[src/rtl/ibex_sram_arb.sv]
// Round-robin arbiter that lets the Ibex instruction and data hosts share one
// single-port RAM. It returns one response per grant, flags out-of-window accesses, and counts stall cycles.
`timescale 1ns/1ps

module ibex_sram_arb #(
  parameter logic [31:0] MemBase = 32'h0010_0000,
  parameter int unsigned MemSize = 65536,
  localparam int unsigned Depth  = MemSize / 4,
  localparam int unsigned AddrW  = $clog2(Depth)
) (
  input  logic             clk_i,
  input  logic             rst_ni,

  input  logic             instr_req_i,
  output logic             instr_gnt_o,
  output logic             instr_rvalid_o,
  input  logic [31:0]      instr_addr_i,
  output logic [31:0]      instr_rdata_o,
  output logic             instr_err_o,

  input  logic             data_req_i,
  output logic             data_gnt_o,
  output logic             data_rvalid_o,
  input  logic             data_we_i,
  input  logic [3:0]       data_be_i,
  input  logic [31:0]      data_addr_i,
  input  logic [31:0]      data_wdata_i,
  output logic [31:0]      data_rdata_o,
  output logic             data_err_o,

  output logic             ram_req_o,
  output logic             ram_we_o,
  output logic [3:0]       ram_be_o,
  output logic [AddrW-1:0] ram_addr_o,
  output logic [31:0]      ram_wdata_o,
  input  logic             ram_rvalid_i,
  input  logic [31:0]      ram_rdata_i,

  output logic [15:0]      stall_cnt_o
);

  localparam logic [31:0] MemSizeW = 32'(MemSize);

  logic [31:0] instr_off, data_off;
  logic        instr_in_range, data_in_range;
  logic        instr_gnt, data_gnt, any_gnt, gnt_err, stall;

  logic        prio_q;        // 0: data wins a conflict, 1: instr wins
  logic        resp_valid_q;
  logic        resp_owner_q;  // 0: data, 1: instr
  logic        resp_err_q;
  logic [15:0] stall_cnt_q;

  // The subtraction wraps, so addresses below MemBase land far out of range.
  assign instr_off      = instr_addr_i - MemBase;
  assign data_off       = data_addr_i - MemBase;
  assign instr_in_range = instr_off < MemSizeW;
  assign data_in_range  = data_off < MemSizeW;

  // Grants are qualified with rst_ni so nothing is granted while in reset.
  assign data_gnt  = rst_ni & data_req_i & (~instr_req_i | ~prio_q);
  assign instr_gnt = rst_ni & instr_req_i & (~data_req_i | prio_q);
  assign any_gnt   = data_gnt | instr_gnt;
  assign gnt_err   = data_gnt ? ~data_in_range : ~instr_in_range;
  assign stall     = (instr_req_i & ~instr_gnt) | (data_req_i & ~data_gnt);

  always_comb begin
    // NOTE: every output gets a default first so no path can infer a latch.
    ram_req_o   = 1'b0;
    ram_we_o    = 1'b0;
    ram_be_o    = 4'h0;
    ram_addr_o  = '0;
    ram_wdata_o = 32'h0;
    if (data_gnt && data_in_range) begin
      ram_req_o   = 1'b1;
      ram_we_o    = data_we_i;
      ram_be_o    = data_be_i;
      ram_addr_o  = data_off[AddrW+1:2];
      ram_wdata_o = data_wdata_i;
    end else if (instr_gnt && instr_in_range) begin
      ram_req_o  = 1'b1;
      ram_addr_o = instr_off[AddrW+1:2];
    end
  end

  // NOTE: state registers use non-blocking assignments so every flop samples
  // the pre-edge values regardless of statement order.
  always_ff @(posedge clk_i or negedge rst_ni) begin
    if (!rst_ni) begin
      prio_q       <= 1'b0;
      resp_valid_q <= 1'b0;
      resp_owner_q <= 1'b0;
      resp_err_q   <= 1'b0;
      stall_cnt_q  <= 16'h0;
    end else begin
      resp_valid_q <= any_gnt;
      if (any_gnt) begin
        prio_q       <= data_gnt;
        resp_owner_q <= instr_gnt;
        resp_err_q   <= gnt_err;
      end
      if (stall && stall_cnt_q != 16'hFFFF) begin
        stall_cnt_q <= stall_cnt_q + 16'h1;
      end
    end
  end

  assign instr_gnt_o    = instr_gnt;
  assign data_gnt_o     = data_gnt;
  assign instr_rvalid_o = resp_valid_q & resp_owner_q;
  assign data_rvalid_o  = resp_valid_q & ~resp_owner_q;
  assign instr_err_o    = resp_valid_q & resp_owner_q & resp_err_q;
  assign data_err_o     = resp_valid_q & ~resp_owner_q & resp_err_q;
  assign instr_rdata_o  = (resp_valid_q & resp_owner_q & ~resp_err_q) ? ram_rdata_i : 32'h0;
  assign data_rdata_o   = (resp_valid_q & ~resp_owner_q & ~resp_err_q) ? ram_rdata_i : 32'h0;
  assign stall_cnt_o    = stall_cnt_q;

  // The RAM must answer exactly the in-range accesses granted one cycle earlier.
  ram_rvalid_chk: assert property (@(posedge clk_i) disable iff (!rst_ni)
    ram_rvalid_i == (resp_valid_q && !resp_err_q));

endmodule

[config.mk]
export PLATFORM = sky130hd
export DESIGN_NAME = ibex_sram_arb
export DESIGN_NICKNAME = d
export VERILOG_FILES = /design/src/rtl/ibex_sram_arb.sv
export SDC_FILE = /design/constraint.sdc
export NUM_CORES = 1
export LEC_CHECK = 0
export CORE_AREA = 3 3 105 107
export DETAILED_ROUTE_END_ITERATION = 10
export DIE_AREA = 0 0 108 110
export MAX_ROUTING_LAYER = met4
export PLACE_DENSITY_LB_ADDON = 0.15
export SYNTH_ARGS = -nofsm -noshare
export SYNTH_HDL_FRONTEND = slang
export SYNTH_SLANG_ARGS = --single-unit
[constraint.sdc]
create_clock -name clk_i -period 2.35 [get_ports clk_i]
set_input_delay 0.3525 -clock clk_i [delete_from_list [all_inputs] [get_ports clk_i]]
set_output_delay 0.3525 -clock clk_i [all_outputs]
set_load 0.005 [all_outputs]
After elaboration in Yosys (flattened, before gate mapping)
Cells that the tools add are included. W data, S select, Z words.

Bitwise operators: 25. Add/sub/neg operators: 3. Order comparisons: 2. Equal/unequal tests: 1. Muxes and demuxes: 10. Reductions and logical operators: 3.

Operators by type and width (number): $mux W32 (3); $lt A32 B17 Y1 const B (2); $sub A32 B21 Y32 const B (2); $mux W14 (2); $add A16 B1 Y16 const B (1); $ne A16 B16 Y1 const B (1); $and A1 B1 Y1 (12); $not A1 Y1 (9); $mux W1 (4); $mux W4 (1); $or A1 B1 Y1 (4); $logic_and A1 B1 Y1 (3).

Flip-flop bits (word level): 20. Output and inout port bits: 138.

Depth between registers and ports, before layout
Word-level depth: 7. Mapped depth: 6. Depth with buffers taken out: 5.

Least setup slack after synthesis
No wires, ideal clock.

Path type: input-to-output. Start point: input port data_addr_i[29]. End point: output port ram_addr_o[11]. Stages on the path: 4. Arrival: 1.692 ns. Buffers on the path: 1. Slack: 0.306 ns. Required time: 1.997 ns. Cell sequence: or4b_1 > nor4_4 > clkbuf_2 > a22o_1.

Cells in the longest elaborated chain, start to end: 4.

RTL lines: start: declaration (line 26) `input logic [31:0] data_addr_i,`; $sub A32 B21 Y32 (line 56) `assign data_off = data_addr_i - MemBase;`; $lt A32 B17 Y1 (line 58) `assign data_in_range = data_off < MemSizeW;`; $logic_and A1 B1 Y1 (line 74) `if (data_gnt && data_in_range) begin`; $mux W14 (line 74); end: declaration (line 34) `output logic [AddrW-1:0] ram_addr_o,`.

Every way passes these cells.

Worst setup path after layout
Start point: input port data_addr_i[21]. End point: output port ram_addr_o[11].

The elaborated chain is that of the path after synthesis.

==> out/summary.txt <==
Nets - 676
Number of distinct library cells after synthesis - 36
Clock transition at the registers of the reported paths - 0.08 ns
Clock sinks - 20
Clk network pwr share - 0.232
Final ANT Viol Nets - 0
Finish-stage setup viols - 0
Crit start category - input pin
Status - finished clean
Core box area - 10200 sq um
Rows - 37
Initial core utilization - 0.188
HP Class - input pin to async pin
Vias - 2949
Die height - 110 um
Synth Instances - 239
Dominant cells by area after synthesis - and2_1 33%, dfrtp_1 26%, a22o_1 6.4%
Setup WS pre-CTS - -0.618 ns
Worst slew pin tran - 0.427 ns
Switching share of power - 0.284
Cell area power density - 287 nW/um^2
Total wire length - 13.3 mm
Fin crit share - 0.996
Worst Path Required - 2.00 ns
Hpwl dp - 10.5 mm
Ys Warns - 0
H-tree depth - 1
Leak Pwr - 2.27 nW
Worst setup EP type - primary output
Slowest stage cell, crit path - or4b_4
Hold Buf Count CTS - 0
Initial antenna violation count - 1
Worst Skew - 0.00725 ns
Top_reg_cell synth - dfrtp_1
Crit-path max FO - 4
Cell Chain, Critical Path - clkbuf_2, or4b_4, nor4_4, buf_4, buf_12, buf_6, a22o_1, clkdlybuf4s15_2
CP Class - input pin to primary output
First-pass GRT wire length - 18.1 mm
Flop pwr share - 0.365
Cell area after synthesis - 1930 sq um
Delay-heaviest family, CP - simple AND/OR/NAND/NOR gates
Total CTS buffers - 3
Worst skew pair latency - 0.26 ns
I/O Pins - 276
Routed vias/inst - 4.38
I/O Buffers - 270
Syn Nets - 378
GRT Total Usage - 0.212
DIE WIDTH - 108 um
Asr flop ratio synth - 1.00
Max-cap violation count - 0
GRT Residual Overflow - 0
Crit path arrival time - 1.99 ns
Root buffer cell - clkbuf_8
Worst-case clock buffer depth - 2
Sw power - 0.419 mW
Final hold vios - 0
GP Congestion - 0.872
Number of global-route vias before repair - 2925
RSZ-0062 raised after global routing - yes
Max-slew violation count - 0
Final min period - 2.34 ns
Power Total - 1.48 mW
Buffers and inverters on the worst path - 5
Post-synth top area share - 0.334
Die area - 11900 sq um
DRC errors left - 0
Pin count of the biggest net entering global routing - 33
Internal - 1.06 mW
Combinational group share of total power - 0.403
Post-synthesis register bit count - 20
EDFF count, synth - 0
Max_slew headroom - 0.713
Area Overhead vs Synth - 167%
Layout cell share with drive strength beyond 1 - 0.252
Post-route setup slack - 0.00833 ns
Maximum clock rate - 0.427 GHz
Max stage delay on crit path - 0.54 ns
Sequential area share after synthesis - 0.260
Syn_area_per_cell - 8.07 sq um
Initial DRC count - 177
CTS tree - done
Wirelength per Cell - 19.7 um
Peak supply drop - 0.000424 V
Most area-hungry cell type in the Yosys netlist - and2_1
DR pass1 iterations - 4
cells by family after synthesis:
kind of cell,Yosys count,share of synthesized area
muxes,2,0.0110
adders and majority gates,1,0.00649
and+or+nand+nor,162,0.525
AOI/OAI and AO/OA,23,0.0960
xor gates and xnor gates,14,0.0636
buffers and inverters,17,0.0383
DFF,20,0.260
area by class of cell:
cell class | count | area [sq um]
clock buffers | 3 | 41.3
diodes | 1 | 2.50
inverters | 4 | 15.0
multi-input cells | 202 | 1460
fillers | 979 | 5080
well taps | 136 | 170
clock inverters | 1 | 30.0
flip-flops and latches | 20 | 500
repair buffers | 306 | 2930
what timing repair did:
action                                  CTS  global route
buffers inserted                         16             4
gates cloned                              7             1
gates resized for setup                 244            82
endpoints found under the setup margin   55            80
hold endpoints to repair                  0             0
pin swaps                                16            14
worst paths after layout:
| kind | startpoint | to | slack [ns] | cells after the start |
|---|---|---|---|---|
| worst max register to register | stall_cnt_o[0] | stall_cnt_o[13] | 0.52 | 7 |
| max in group asynchronous | rst_ni | resp_valid_q | 1.72 | 3 |
| worst max-delay path | data_addr_i[21] | ram_addr_o[11] | 0.008 | 8 |
| worst min register to register | stall_cnt_o[14] | stall_cnt_o[14] | 0.51 | 1 |
| worst min-delay path | rst_ni | stall_cnt_o[10] | 0.41 | 3 |
| min in group clk_i | stall_cnt_o[14] | stall_cnt_o[14] | 0.51 | 1 |
registers in the layout, summed over array words and instances, names as in the netlist:
signal / count
resp_valid_q: 1
resp_err_q: 1
stall_cnt_o: 16
prio_q: 1
resp_owner_q: 1
synth_stat cells, drive strengths merged (3+ instances only):
cell type / n
and3: 5
nand2: 8
nand3: 6
nand4: 7
clkbuf: 11
a22o: 14
nor2b: 3
or4: 4
nor3: 5
inv: 4
nor2: 8
dfrtp: 20
and2: 103
xnor2: 5
nor4: 5
xor2: 9
tightest hold or removal path: cells and delay by family:
kind | cells | cell delay (ns)
buffers and inverters | 3 | 0.70
per-stage QoR:
step | hold WS, ns | instances | setup TNS [ns] | instance area, sq um | utilization
after floorplan | 0.0569 | 239 | 0 | 1930 | -
after global placement | 0.499 | 646 | -30.31 | 4900 | 0.479
after detailed placement | 0.495 | 646 | -30.03 | 4900 | 0.479
after CTS | 0.407 | 673 | -0.0322 | 5170 | 0.505
after global routing | 0.444 | 673 | -0.732 | 5150 | 0.504
final | 0.406 | 673 | 0 | 5150 | 0.504
cells in the final DEF (no fill, tap or decap), types with 11 or more instances in the layout:
| cell type | count |
|---|---|
| dfrtp_1 | 20 |
| buf_6 | 23 |
| and2_1 | 83 |
| clkdlybuf4s50_1 | 191 |
| clkdlybuf4s15_1 | 11 |
| buf_4 | 19 |
| a22o_1 | 14 |
| buf_2 | 33 |
| and2_4 | 20 |
per-layer routing:
metal	routed length, um	vias up	GRT usage
met5	0	-	-
met4	206	0	0.0334
met3	1420	15	0.0483
met2	6020	174	0.325
met1	5610	1350	0.291
li1	-	1410	-
power by group through the flow:
stage | registers (mW) | clock network (mW) | logic [mW]
6_report | 0.538 | 0.343 | 0.595
5_1_grt | 0.553 | 0.362 | 0.642
3_3_place_gp | 0.540 | 0 | 0.586
2_1_floorplan | 0.525 | 0 | 0.142
4_1_cts | 0.536 | 0.352 | 0.596
3_5_place_dp | 0.541 | 0 | 0.596
No activity file was read; power rests on OpenSTA's default activity.
